[config.mk]
export PLATFORM = sky130hd
export DESIGN_NAME = led_frame_sequencer_flat
export DESIGN_NICKNAME = d
export VERILOG_FILES = /design/src/rtl/led_frame_sequencer_pkg.sv /design/src/rtl/led_frame_sequencer_if.sv /design/src/rtl/led_frame_sequencer_pixel_shifter.sv /design/src/rtl/led_frame_sequencer.sv /design/src/flat_wrapper.sv
export SDC_FILE = /design/constraint.sdc
export NUM_CORES = 1
export LEC_CHECK = 0
export BUFFER_PORTS_ARGS = -buffer_cell sky130_fd_sc_hd__buf_2
export CAP_MARGIN = 20
export CELL_PAD_IN_SITES_DETAIL_PLACEMENT = 1
export CELL_PAD_IN_SITES_GLOBAL_PLACEMENT = 1
export CORE_MARGIN = 2
export CORE_UTILIZATION = 40
export CTS_BUF_LIST = sky130_fd_sc_hd__clkbuf_16
export CTS_CLUSTER_SIZE = 14
export DETAILED_ROUTE_END_ITERATION = 16
export PLACE_DENSITY_LB_ADDON = 0.08
export SYNTH_ARGS = -nofsm -noshare
export SYNTH_HDL_FRONTEND = slang
export SYNTH_SLANG_ARGS = --single-unit
[constraint.sdc]
create_clock -name clk -period 3.81 [get_ports clk]
set_input_delay 0.381 -clock clk [delete_from_list [all_inputs] [get_ports clk]]
set_output_delay 0.381 -clock clk [all_outputs]
set_load 0.005 [all_outputs]
[src/rtl/led_frame_sequencer_pkg.sv]
// Shared constants for the LED frame sequencer: default geometry, FSM encodings
// and a width helper for the per-LED bit counter.
package led_frame_sequencer_pkg;

  localparam int DEF_NUM_LEDS = 64;
  localparam int DEF_COLOR_W  = 24;

  localparam logic [2:0] ST_IDLE  = 3'd0;
  localparam logic [2:0] ST_FETCH = 3'd1;
  localparam logic [2:0] ST_LOAD  = 3'd2;
  localparam logic [2:0] ST_SHIFT = 3'd3;
  localparam logic [2:0] ST_LATCH = 3'd4;

  function automatic int bidx_w(input int cw);
    return (cw > 1) ? $clog2(cw) : 1;
  endfunction

endpackage

[src/rtl/led_frame_sequencer_if.sv]
// Pixel-memory read port plus the bit-transmitter handshake.
// master = sequencer side, slave = memory/transmitter side.
interface led_frame_sequencer_if #(
  parameter int ADDR_W  = 6,
  parameter int COLOR_W = 24
);
  logic               pix_rd;
  logic [ADDR_W-1:0]  pix_addr;
  logic [COLOR_W-1:0] pix_data;
  logic               new_bit_rqst;
  logic               bit_to_transmit;
  logic               all_bits_shifted;
  logic               new_frame_rqst;

  modport master (
    output pix_rd, pix_addr, bit_to_transmit, all_bits_shifted,
    input  pix_data, new_bit_rqst, new_frame_rqst
  );

  modport slave (
    input  pix_rd, pix_addr, bit_to_transmit, all_bits_shifted,
    output pix_data, new_bit_rqst, new_frame_rqst
  );
endinterface

[src/rtl/led_frame_sequencer_pixel_shifter.sv]
// Colour-word shifter: active word shifted MSB-first, a one-word prefetch buffer
// that becomes the active word after its last bit, and the bit index.
module led_frame_sequencer_pixel_shifter
  import led_frame_sequencer_pkg::*;
#(
  parameter int COLOR_W = DEF_COLOR_W
) (
  input  logic               clk,
  input  logic               rst,
  input  logic               load,
  input  logic               capture,
  input  logic               shift,
  input  logic [COLOR_W-1:0] din,
  output logic               bit_out,
  output logic               last_bit
);
  localparam int BIDX_W = bidx_w(COLOR_W);
  localparam logic [BIDX_W-1:0] BIT_TOP = BIDX_W'(COLOR_W - 1);

  logic [COLOR_W-1:0] sreg_q, sreg_d;
  logic [COLOR_W-1:0] pre_buf_q, pre_buf_d;
  logic [BIDX_W-1:0]  bit_idx_q, bit_idx_d;

  always_comb begin
    sreg_d    = sreg_q;
    pre_buf_d = pre_buf_q;
    bit_idx_d = bit_idx_q;
    if (load) begin
      sreg_d    = din;
      bit_idx_d = BIT_TOP;
    end else if (shift) begin
      // Crossing an LED boundary pulls the prefetched word in without a bubble.
      if (bit_idx_q == '0) begin
        sreg_d    = pre_buf_q;
        bit_idx_d = BIT_TOP;
      end else begin
        sreg_d    = {sreg_q[COLOR_W-2:0], 1'b0};
        bit_idx_d = bit_idx_q - BIDX_W'(1);
      end
    end
    if (capture) pre_buf_d = din;
  end

  always_ff @(posedge clk) begin
    if (rst) begin
      sreg_q    <= '0;
      pre_buf_q <= '0;
      bit_idx_q <= '0;
    end else begin
      sreg_q    <= sreg_d;
      pre_buf_q <= pre_buf_d;
      bit_idx_q <= bit_idx_d;
    end
  end

  assign bit_out  = sreg_q[COLOR_W-1];
  assign last_bit = (bit_idx_q == '0);

endmodule

[src/rtl/led_frame_sequencer.sv]
// Frame-level controller feeding the bit transmitter: fetches NUM_LEDS colour words,
// serves them bit by bit, then times the latch period and reports frame completion.
module led_frame_sequencer
  import led_frame_sequencer_pkg::*;
#(
  parameter int NUM_LEDS     = DEF_NUM_LEDS,
  parameter int COLOR_W      = DEF_COLOR_W,
  parameter int ADDR_W       = $clog2(NUM_LEDS),
  parameter int LATCH_CYCLES = 5500,
  parameter int AUTO_REFRESH = 0
) (
  input  logic clk,
  input  logic rst,
  input  logic frame_start,
  output logic busy,
  output logic frame_done,
  led_frame_sequencer_if.master bus
);
  localparam logic              AUTO_ON    = (AUTO_REFRESH != 0);
  localparam logic [ADDR_W-1:0] LAST_LED   = ADDR_W'(NUM_LEDS - 1);
  localparam logic [ADDR_W-1:0] PF_LIMIT   = ADDR_W'(NUM_LEDS - 2);
  localparam logic [15:0]       LATCH_LAST = 16'(LATCH_CYCLES - 1);

  logic [2:0]        state_q, state_d;
  logic [ADDR_W-1:0] led_idx_q, led_idx_d;
  logic [15:0]       latch_cnt_q, latch_cnt_d;
  logic              pending_q, pending_d;
  logic              frame_done_q, frame_done_d;
  logic              pix_rd_q, pix_rd_d;
  logic [ADDR_W-1:0] pix_addr_q, pix_addr_d;
  logic              abs_q, abs_d;
  logic              capture_q, capture_d;

  logic sh_load, sh_shift, sh_last;
  logic latch_go, latch_end;

  // Count only once the transmitter has acknowledged the latch window.
  assign latch_go  = bus.new_frame_rqst || (latch_cnt_q != 16'd0);
  assign latch_end = latch_go && (latch_cnt_q == LATCH_LAST);

  // Read data lands one cycle after the strobe; address 0 goes straight to LOAD.
  assign capture_d = pix_rd_q && (pix_addr_q != '0);

  always_comb begin
    state_d      = state_q;
    led_idx_d    = led_idx_q;
    latch_cnt_d  = latch_cnt_q;
    pending_d    = pending_q;
    frame_done_d = 1'b0;
    pix_rd_d     = 1'b0;
    pix_addr_d   = pix_addr_q;
    abs_d        = abs_q;
    sh_load      = 1'b0;
    sh_shift     = 1'b0;
    if (frame_start && state_q != ST_IDLE) pending_d = 1'b1;
    case (state_q)
      ST_IDLE: begin
        abs_d = 1'b1;
        if (frame_start || AUTO_ON) begin
          pix_rd_d   = 1'b1;
          pix_addr_d = '0;
          state_d    = ST_FETCH;
        end
      end
      ST_FETCH: begin
        pix_rd_d   = 1'b1;
        pix_addr_d = ADDR_W'(1);
        state_d    = ST_LOAD;
      end
      ST_LOAD: begin
        sh_load   = 1'b1;
        led_idx_d = '0;
        abs_d     = 1'b0;
        state_d   = ST_SHIFT;
      end
      ST_SHIFT: begin
        if (bus.new_bit_rqst) begin
          if (!sh_last) begin
            sh_shift = 1'b1;
          end else if (led_idx_q != LAST_LED) begin
            sh_shift  = 1'b1;
            led_idx_d = led_idx_q + ADDR_W'(1);
            if (led_idx_q < PF_LIMIT) begin
              pix_rd_d   = 1'b1;
              pix_addr_d = led_idx_q + ADDR_W'(2);
            end
          end else begin
            abs_d       = 1'b1;
            latch_cnt_d = 16'd0;
            state_d     = ST_LATCH;
          end
        end
      end
      ST_LATCH: begin
        if (latch_end) begin
          frame_done_d = 1'b1;
          latch_cnt_d  = 16'd0;
          pending_d    = 1'b0;
          if (pending_q || frame_start || AUTO_ON) begin
            pix_rd_d   = 1'b1;
            pix_addr_d = '0;
            state_d    = ST_FETCH;
          end else begin
            state_d = ST_IDLE;
          end
        end else if (latch_go) begin
          latch_cnt_d = latch_cnt_q + 16'd1;
        end
      end
      default: state_d = ST_IDLE;
    endcase
  end

  always_ff @(posedge clk) begin
    if (rst) begin
      state_q      <= ST_IDLE;
      led_idx_q    <= '0;
      latch_cnt_q  <= 16'd0;
      pending_q    <= 1'b0;
      frame_done_q <= 1'b0;
      pix_rd_q     <= 1'b0;
      pix_addr_q   <= '0;
      abs_q        <= 1'b1;
      capture_q    <= 1'b0;
    end else begin
      state_q      <= state_d;
      led_idx_q    <= led_idx_d;
      latch_cnt_q  <= latch_cnt_d;
      pending_q    <= pending_d;
      frame_done_q <= frame_done_d;
      pix_rd_q     <= pix_rd_d;
      pix_addr_q   <= pix_addr_d;
      abs_q        <= abs_d;
      capture_q    <= capture_d;
    end
  end

  led_frame_sequencer_pixel_shifter #(.COLOR_W(COLOR_W)) u_pixel_shifter (
    .clk      (clk),
    .rst      (rst),
    .load     (sh_load),
    .capture  (capture_q),
    .shift    (sh_shift),
    .din      (bus.pix_data),
    .bit_out  (bus.bit_to_transmit),
    .last_bit (sh_last)
  );

  assign busy                 = (state_q != ST_IDLE);
  assign frame_done           = frame_done_q;
  assign bus.pix_rd           = pix_rd_q;
  assign bus.pix_addr         = pix_addr_q;
  assign bus.all_bits_shifted = abs_q;

endmodule
[src/flat_wrapper.sv]
// flat-port wrapper written by rule: the top's interface ports become plain ports
module led_frame_sequencer_flat import led_frame_sequencer_pkg::*;
#(
  parameter int NUM_LEDS     = DEF_NUM_LEDS,
  parameter int COLOR_W      = DEF_COLOR_W,
  parameter int ADDR_W       = $clog2(NUM_LEDS),
  parameter int LATCH_CYCLES = 5500,
  parameter int AUTO_REFRESH = 0
)
  (clk, rst, frame_start, busy, frame_done, bus_pix_rd, bus_pix_addr, bus_bit_to_transmit, bus_all_bits_shifted, bus_pix_data, bus_new_bit_rqst, bus_new_frame_rqst);
  led_frame_sequencer_if #(.ADDR_W(ADDR_W), .COLOR_W(COLOR_W)) bus_i ();
  input  logic clk;
  input  logic rst;
  input  logic frame_start;
  output logic busy;
  output logic frame_done;
  output wire logic [$bits(bus_i.pix_rd)-1:0] bus_pix_rd;
  output wire logic [$bits(bus_i.pix_addr)-1:0] bus_pix_addr;
  output wire logic [$bits(bus_i.bit_to_transmit)-1:0] bus_bit_to_transmit;
  output wire logic [$bits(bus_i.all_bits_shifted)-1:0] bus_all_bits_shifted;
  input wire logic [$bits(bus_i.pix_data)-1:0] bus_pix_data;
  input wire logic [$bits(bus_i.new_bit_rqst)-1:0] bus_new_bit_rqst;
  input wire logic [$bits(bus_i.new_frame_rqst)-1:0] bus_new_frame_rqst;
  assign bus_pix_rd = bus_i.pix_rd;
  assign bus_pix_addr = bus_i.pix_addr;
  assign bus_bit_to_transmit = bus_i.bit_to_transmit;
  assign bus_all_bits_shifted = bus_i.all_bits_shifted;
  assign bus_i.pix_data = bus_pix_data;
  assign bus_i.new_bit_rqst = bus_new_bit_rqst;
  assign bus_i.new_frame_rqst = bus_new_frame_rqst;
  led_frame_sequencer #(.NUM_LEDS(NUM_LEDS), .COLOR_W(COLOR_W), .ADDR_W(ADDR_W), .LATCH_CYCLES(LATCH_CYCLES), .AUTO_REFRESH(AUTO_REFRESH)) u_core (.clk(clk), .rst(rst), .frame_start(frame_start), .busy(busy), .frame_done(frame_done), .bus(bus_i));
endmodule
==> results.md, run 1 <==
- Status: complete, no violations
- Vias in the first global route: 3650
- Setup TNS: 0 ns
- CTS Buffer Depth: 2
- Post-DP Area: 4461 µm²
- Drt wl/cell: 16.43 µm
- CP max FO: 9
- M3 GR Usage: 0.03649
- CP arrival: 3.01 ns
- Fin cells: 659
- Commonest non-fill, non-tap cell in the layout: dfxtp_1
- Post-Syn Area per Cell: 8.452 µm²
- Cell total after placement: 643
- Top area cells in the synthesized netlist: dfxtp_1 (43%), nor2_1 (6.7%), mux2i_1 (5.8%)
- CP endpoint kind: register
- Hold path depth: 3
- Antenna violations before repair: 1
- Pwr Total: 2.129 mW
- Async S/R FF share, synth: 0
- Clk slew on worst S/H paths: 0.07 ns
- WP data required: 4.07 ns
- Hold slack: 0.2905 ns
- Sink count of the clock tree: 89
- Synth Instances: 490
- Post-synthesis cell type count: 53
- Final hold vios: 0
- Drc violations: 0
- Final ANT Viol Nets: 0
- Cell Rows: 37
- Power Dens Cells: 448.1 nW/µm²
- Register-to-Register Path Depth: 7
- 1st-iter DRT viols: 125
- Fraction of layout cells with a size suffix above 1: 0.1511
- First-pass GRT wire length: 18290 µm
- Chip height: 105.8 µm
- Post-CTS Setup Inserts: 0
- Final nets: 552
- Core ar.: 10180 µm²
- Number of max-cap violations: 0
- Worst skew pair latency: 0.34 ns
- Relative slew slack: 0.3088
- Vias: 3684
- Pin count of the biggest net entering global routing: 46
- Initial Util: 0.4066
- Final Wtd Congestion: 0.7974
- Top_reg_cell synth: dfxtp_1
- Port bufs: 39
- Final setup violation count: 0
- Utilization after layout: 0.4665
- VDD IR max: 0.0002909 V
- Worst slew pin tran: 1.033 ns
- Die X: 105.8 µm
- Final Max Slew Viols: 0
- CTS H-tree depth: 3
- Fin crit share: 0.7216
- IO Pins: 40
- Post-synth net total: 524
- HPWL after DPL: 7068 µm
- Minimum clock period: 2.749 ns
- CTS root buffer: clkbuf_16
- GR peak layer: met2
- Leakage power: 1.600 nW
- Hold_buf cts: 0
- EDFF count, synth: 0
- FMAX: 363.7 MHz
- Vias per cell: 5.590
- Crit path kind: register to register
- Unrepaired setup endpoints after global routing: false
- CTS resizes: 0
- Yosys Warn Count: 0
- Num CTS Buffers: 9
- Synth area leader: dfxtp_1
- Global Route Usage Sum: 0.2015
- Final worst setup slack: 1.061 ns
- Pre-CTS setup slack: 1.078 ns
- CTS tree: built
- Die area: 11180 µm²
- Synth-to-layout area growth: 14.71%
- Met2 Usage GRT: 0.3184
- Flops & latches, synth: 89
- Synthesized area: 4141 µm²
- Post-synthesis sequential area ratio: 0.4302
- Setup Skew: 0.007824 ns
- Yosys top cell area share: 0.4302
- Hold WC Path Type: primary input to register
- Met1 Track Usage GR: 0.2746
- Final design instance area without fill: 4751 µm²
- Drt pass-1 iters: 4
- Grt ovf: 0
- Routed wire length: 10830 µm
- Most frequent cells in the layout: dfxtp_1 (89), nor2_1 (73), nand2_1 (63)
- CP startpoint kind: register
- Setup slack, reg-to-reg: 1.06 ns
- Number of diodes: 0
-- layout make-up --
type | instances | area, µm²
fillers | 1236 | 5434
multi-input cells | 358 | 2201
flip-flops and latches | 89 | 1782
repair buffers | 48 | 262.8
clock buffers | 9 | 225.2
well taps | 136 | 170.2
clock inverters | 7 | 65.06
inverters | 12 | 45.04
-- layer usage --
layer	vias to the layer above	wire length [µm]
met5	-	0
met4	0	131
met3	10	296
met2	40	5155
met1	1813	5243
li1	1821	-
-- cells by family (layout without fill, tap and decap cells) --
kind of cell             count (synthesis)  after routing  share of synthesized area
AND/OR/NAND/NOR                        210            210                     0.2517
flip-flops                              89             89                     0.4302
XOR/XNOR                                13             13                    0.02749
buffers and inverters                   43             76                    0.04109
multiplexers                            24             24                    0.05801
adder cells (fa/ha/maj)                  5              5                    0.01511
AO/OA/AOI/OAI                          106            106                     0.1764
-- Yosys cell counts (all sizes together), types with 2 or more instances --
cell type	count
a2111oi	2
a211oi	4
a21oi	39
a221oi	24
a22oi	2
a31oi	3
and4	3
buf	7
clkbuf	24
dfxtp	89
ha	5
inv	12
mux2i	24
nand2	63
nand2b	2
nand3	11
nand3b	2
nand4	6
nand4b	2
nor2	75
nor3	9
nor3b	3
nor4	3
nor4b	2
o2111ai	3
o211ai	2
o21ai	10
o22ai	2
o31ai	6
o41ai	4
or2	3
or3	5
or4	8
or4b	9
xnor2	6
xor2	7
-- where the power goes --
group | switching [mW] | internal, mW | leakage, nW
Clock | 0.370 | 0.503 | 0.145
Combinational | 0.178 | 0.0883 | 0.734
Sequential | 0.0281 | 0.962 | 0.720
-- state kept, by name, indices dropped and copies added (netlist names) --
name                              cells
u_core.capture_q                      1
u_core.bus.pix_rd                     1
u_core.u_pixel_shifter.bit_idx_q      5
u_core.state_q                        3
u_core.latch_cnt_q                   16
u_core.led_idx_q                      6
u_core.frame_done                     1
u_core.bus.all_bits_shifted           1
u_core.bus.pix_addr                   6
u_core.u_pixel_shifter.pre_buf_q     24
u_core.u_pixel_shifter.sreg_q        24
u_core.pending_q                      1
-- final timing paths --
kind	startpoint	end
setup / recovery	u_core.u_pixel_shifter.bit_idx_q[0]	u_core.led_idx_q[3]
hold / removal	bus_pix_data[23]	u_core.u_pixel_shifter.pre_buf_q[23]
hold reg to reg	u_core.u_pixel_shifter.pre_buf_q[13]	u_core.u_pixel_shifter.pre_buf_q[13]
setup reg to reg	u_core.u_pixel_shifter.bit_idx_q[0]	u_core.led_idx_q[3]
-- critical path, stage by stage, from the launching register on --
cell and delay, ns:
dfxtp_1 0.32, inv_1 0.09, ha_1 0.25, or4b_1 0.61, a2111oi_4 0.66, nor2_2 0.09, or4b_1 0.51, a31oi_1 0.16
No activity file was read; power rests on OpenSTA's default activity.
==> run 2, diff against run 1 <==
clock period = 2.4 ns   (was 3.81 ns; I/O delays follow)
==> results.md, run 2 (same netlist as run 1, synthesis figures left out) <==
- Status: complete, no violations
- CP startpoint kind: register
- Final Wtd Congestion: 0.8227 (+3.2%)
- CP endpoint kind: register
- Pin count of the biggest net entering global routing: 41 (-11%)
- Worst Setup SP: u_core.u_pixel_shifter.bit_idx_q[0]
- Register-to-Register Path Depth: 8 (+1)
- Final nets: 581 (+5.3%)
- Final ANT Viol Nets: 0 (unchanged)
- VDD IR max: 0.0003584 V (+23%)
- Port bufs: 39 (unchanged)
- CTS root buffer: clkbuf_16
- Hold WC Path Type: primary input to register
- Vias per cell: 5.622 (+0.57%)
- Number of diodes: 0 (unchanged)
- Die area: 11180 µm² (unchanged)
- 1st-iter DRT viols: 113 (-9.6%)
- CTS H-tree depth: 3 (unchanged)
- Num CTS Buffers: 9 (unchanged)
- Grt ovf: 0 (unchanged)
- CP arrival: 2.60 ns (-0.41 ns)
- Routed wire length: 11540 µm (+6.6%)
- Number of max-cap violations: 0 (unchanged)
- Final worst setup slack: 0.07075 ns (-0.9899 ns)
- Clk slew on worst S/H paths: 0.06 ns (about the same)
- Vias in the first global route: 3860 (+5.8%)
- Worst Setup EP: u_core.led_idx_q[3]
- Utilization after layout: 0.4948 (+0.02838)
- Final design instance area without fill: 5040 µm² (+6.1%)
- Worst skew pair latency: 0.35 ns (about the same)
- IO Pins: 40 (unchanged)
- Cell Rows: 37 (unchanged)
- Drt wl/cell: 16.77 µm (+2.1%)
- WP data required: 2.67 ns (-1.40 ns)
- Power Dens Cells: 696.1 nW/µm² (+55%)
- CTS tree: built
- Antenna violations before repair: 0 (-1)
- Final Max Slew Viols: 0 (unchanged)
- Final setup violation count: 0 (unchanged)
- FMAX: 429.3 MHz (+18%)
- Commonest non-fill, non-tap cell in the layout: dfxtp_1
- Area of the multi-input gates: 2226 µm² (+1.1%)
- Pre-CTS setup slack: -0.01086 ns (-1.089 ns)
- Filler Cell Count: 1240 (+0.32%)
- Fin crit share: 0.9705 (+0.2489)
- Share of power burned in registers: 0.446 (-0.019)
- Int Pwr: 2.559 mW (+65%)
- Setup slack, reg-to-reg: 0.07 ns (-0.99 ns)
- Die X: 105.8 µm (unchanged)
- Setup Skew: 0.006465 ns (-0.001359 ns)
- Worst Min Path Start: bus_pix_data[12]
- Logic pwr share: 0.158 (+0.033)
- First-pass GRT wire length: 18730 µm (+2.4%)
- Initial Util: 0.4066 (unchanged)
- R2R Path End: u_core.led_idx_q[3]
- Cell total after placement: 663 (+3.1%)
- Worst slew pin tran: 0.5407 ns (-0.4924 ns)
- CTS Buffer Depth: 2 (unchanged)
- Vias: 3868 (+5.0%)
- Fraction of layout cells with a size suffix above 1: 0.2101 (+0.05909)
- Drc violations: 0 (unchanged)
- Final hold vios: 0 (unchanged)
- CP max FO: 4 (-5)
- Global Route Usage Sum: 0.2100 (+0.008491)
- Crit path kind: register to register
- Sink count of the clock tree: 89 (unchanged)
- Minimum clock period: 2.329 ns (-0.4201 ns)
- P_sw: 0.9489 mW (+65%)
- Leakage power: 1.765 nW (+10%)
- Drt pass-1 iters: 5 (+1)
- Sw frac: 0.2705 (about the same)
- Relative slew slack: 0.6396 (+0.3308)
- HPWL after DPL: 7638 µm (+8.1%)
- Core ar.: 10180 µm² (unchanged)
- Hold_buf cts: 0 (unchanged)
- Post-DP Area: 4641 µm² (+4.0%)
- Setup TNS: 0 ns (unchanged)
- Most frequent cells in the layout: dfxtp_1 (87), nor2_1 (73), nand2_1 (63)
- Clock power frac: 0.396 (-0.014)
- Synth-to-layout area growth: 21.69%
- Largest registers: u_core.u_pixel_shifter.pre_buf_q: 24 flops, u_core.u_pixel_shifter.sreg_q: 24 flops, u_core.latch_cnt_q: 16 flops
- RR Startpoint: u_core.u_pixel_shifter.bit_idx_q[0]
- Register area: 1784 µm² (+0.14%)
- Fin cells: 688 (+4.4%)
- Chip height: 105.8 µm (unchanged)
[run 2: cell types whose count changed in the layout (fill, tap and decap cells not counted), moves of 2 or more]
cell and change:
inv_2 +2, inv_1 -4, clkinv_1 +2, buf_12 +2, dfxtp_2 +2, buf_4 +25
dfxtp_1 -2
[run 2: final cells by class]
class / instances / area share
inverters: 12 / 0.008937
flip-flops and latches: 89 / 0.3540
multi-input cells: 358 / 0.4417
clock inverters: 7 / 0.01241
clock buffers: 9 / 0.04469
repair buffers: 77 / 0.1045
well taps: 136 / 0.03376
[run 2: worst min-delay path by stage]
| stage | cells past startpoint | slack (ns) | endpoint |
|---|---|---|---|
| after detailed placement | 1 | 0.47 | u_core.capture_q |
| after floorplan | 2 | 0.39 | u_core.u_pixel_shifter.pre_buf_q[0] |
| after global routing | 3 | 0.16 | u_core.u_pixel_shifter.pre_buf_q[23] |
| after CTS | 3 | 0.14 | u_core.u_pixel_shifter.pre_buf_q[12] |
| final | 3 | 0.15 | u_core.u_pixel_shifter.pre_buf_q[12] |
| after global placement | 1 | 0.46 | u_core.capture_q |
[run 2: worst max-delay path: stages (launching register included)]
cell       delay (ns)
dfxtp_2          0.32
inv_2            0.07
ha_4             0.12
or4b_4           0.50
buf_12           0.16
a2111oi_4        0.35
nor2_2           0.09
or4b_1           0.50
a31oi_1          0.14
[run 2: metal layers]
layer | wire, µm | up-vias | track usage
li1 | - | 1884 | -
met4 | 240 | 0 | 0.08929
met2 | 5555 | 77 | 0.3530
met1 | 5352 | 1890 | 0.2647
met3 | 389 | 17 | 0.03711
met5 | 0 | - | 0
[run 2: repair_timing]
action	CTS	global route
resized for setup	1	8
buffers inserted	1	6
pin swaps	0	5
setup endpoints to repair	7	16
cloned	0	2
[run 2: per-stage QoR]
step / hold slack (ns) / total power, mW
finish: 0.1460 / 3.508
global route: 0.1568 / 3.659
CTS: 0.1401 / 3.467
detailed placement: 0.4676 / 2.066
global placement: 0.4582 / 2.056
floorplan: 0.3871 / 1.887
[run 2: power groups by stage]
| stage | clock network (mW) | registers [mW] | logic, mW |
|---|---|---|---|
| 2_1_floorplan | 0 | 1.59 | 0.301 |
| 3_3_place_gp | 0 | 1.59 | 0.463 |
| 3_5_place_dp | 0 | 1.60 | 0.470 |
| 4_1_cts | 1.43 | 1.56 | 0.476 |
| 5_1_grt | 1.48 | 1.57 | 0.610 |
| 6_report | 1.39 | 1.56 | 0.555 |
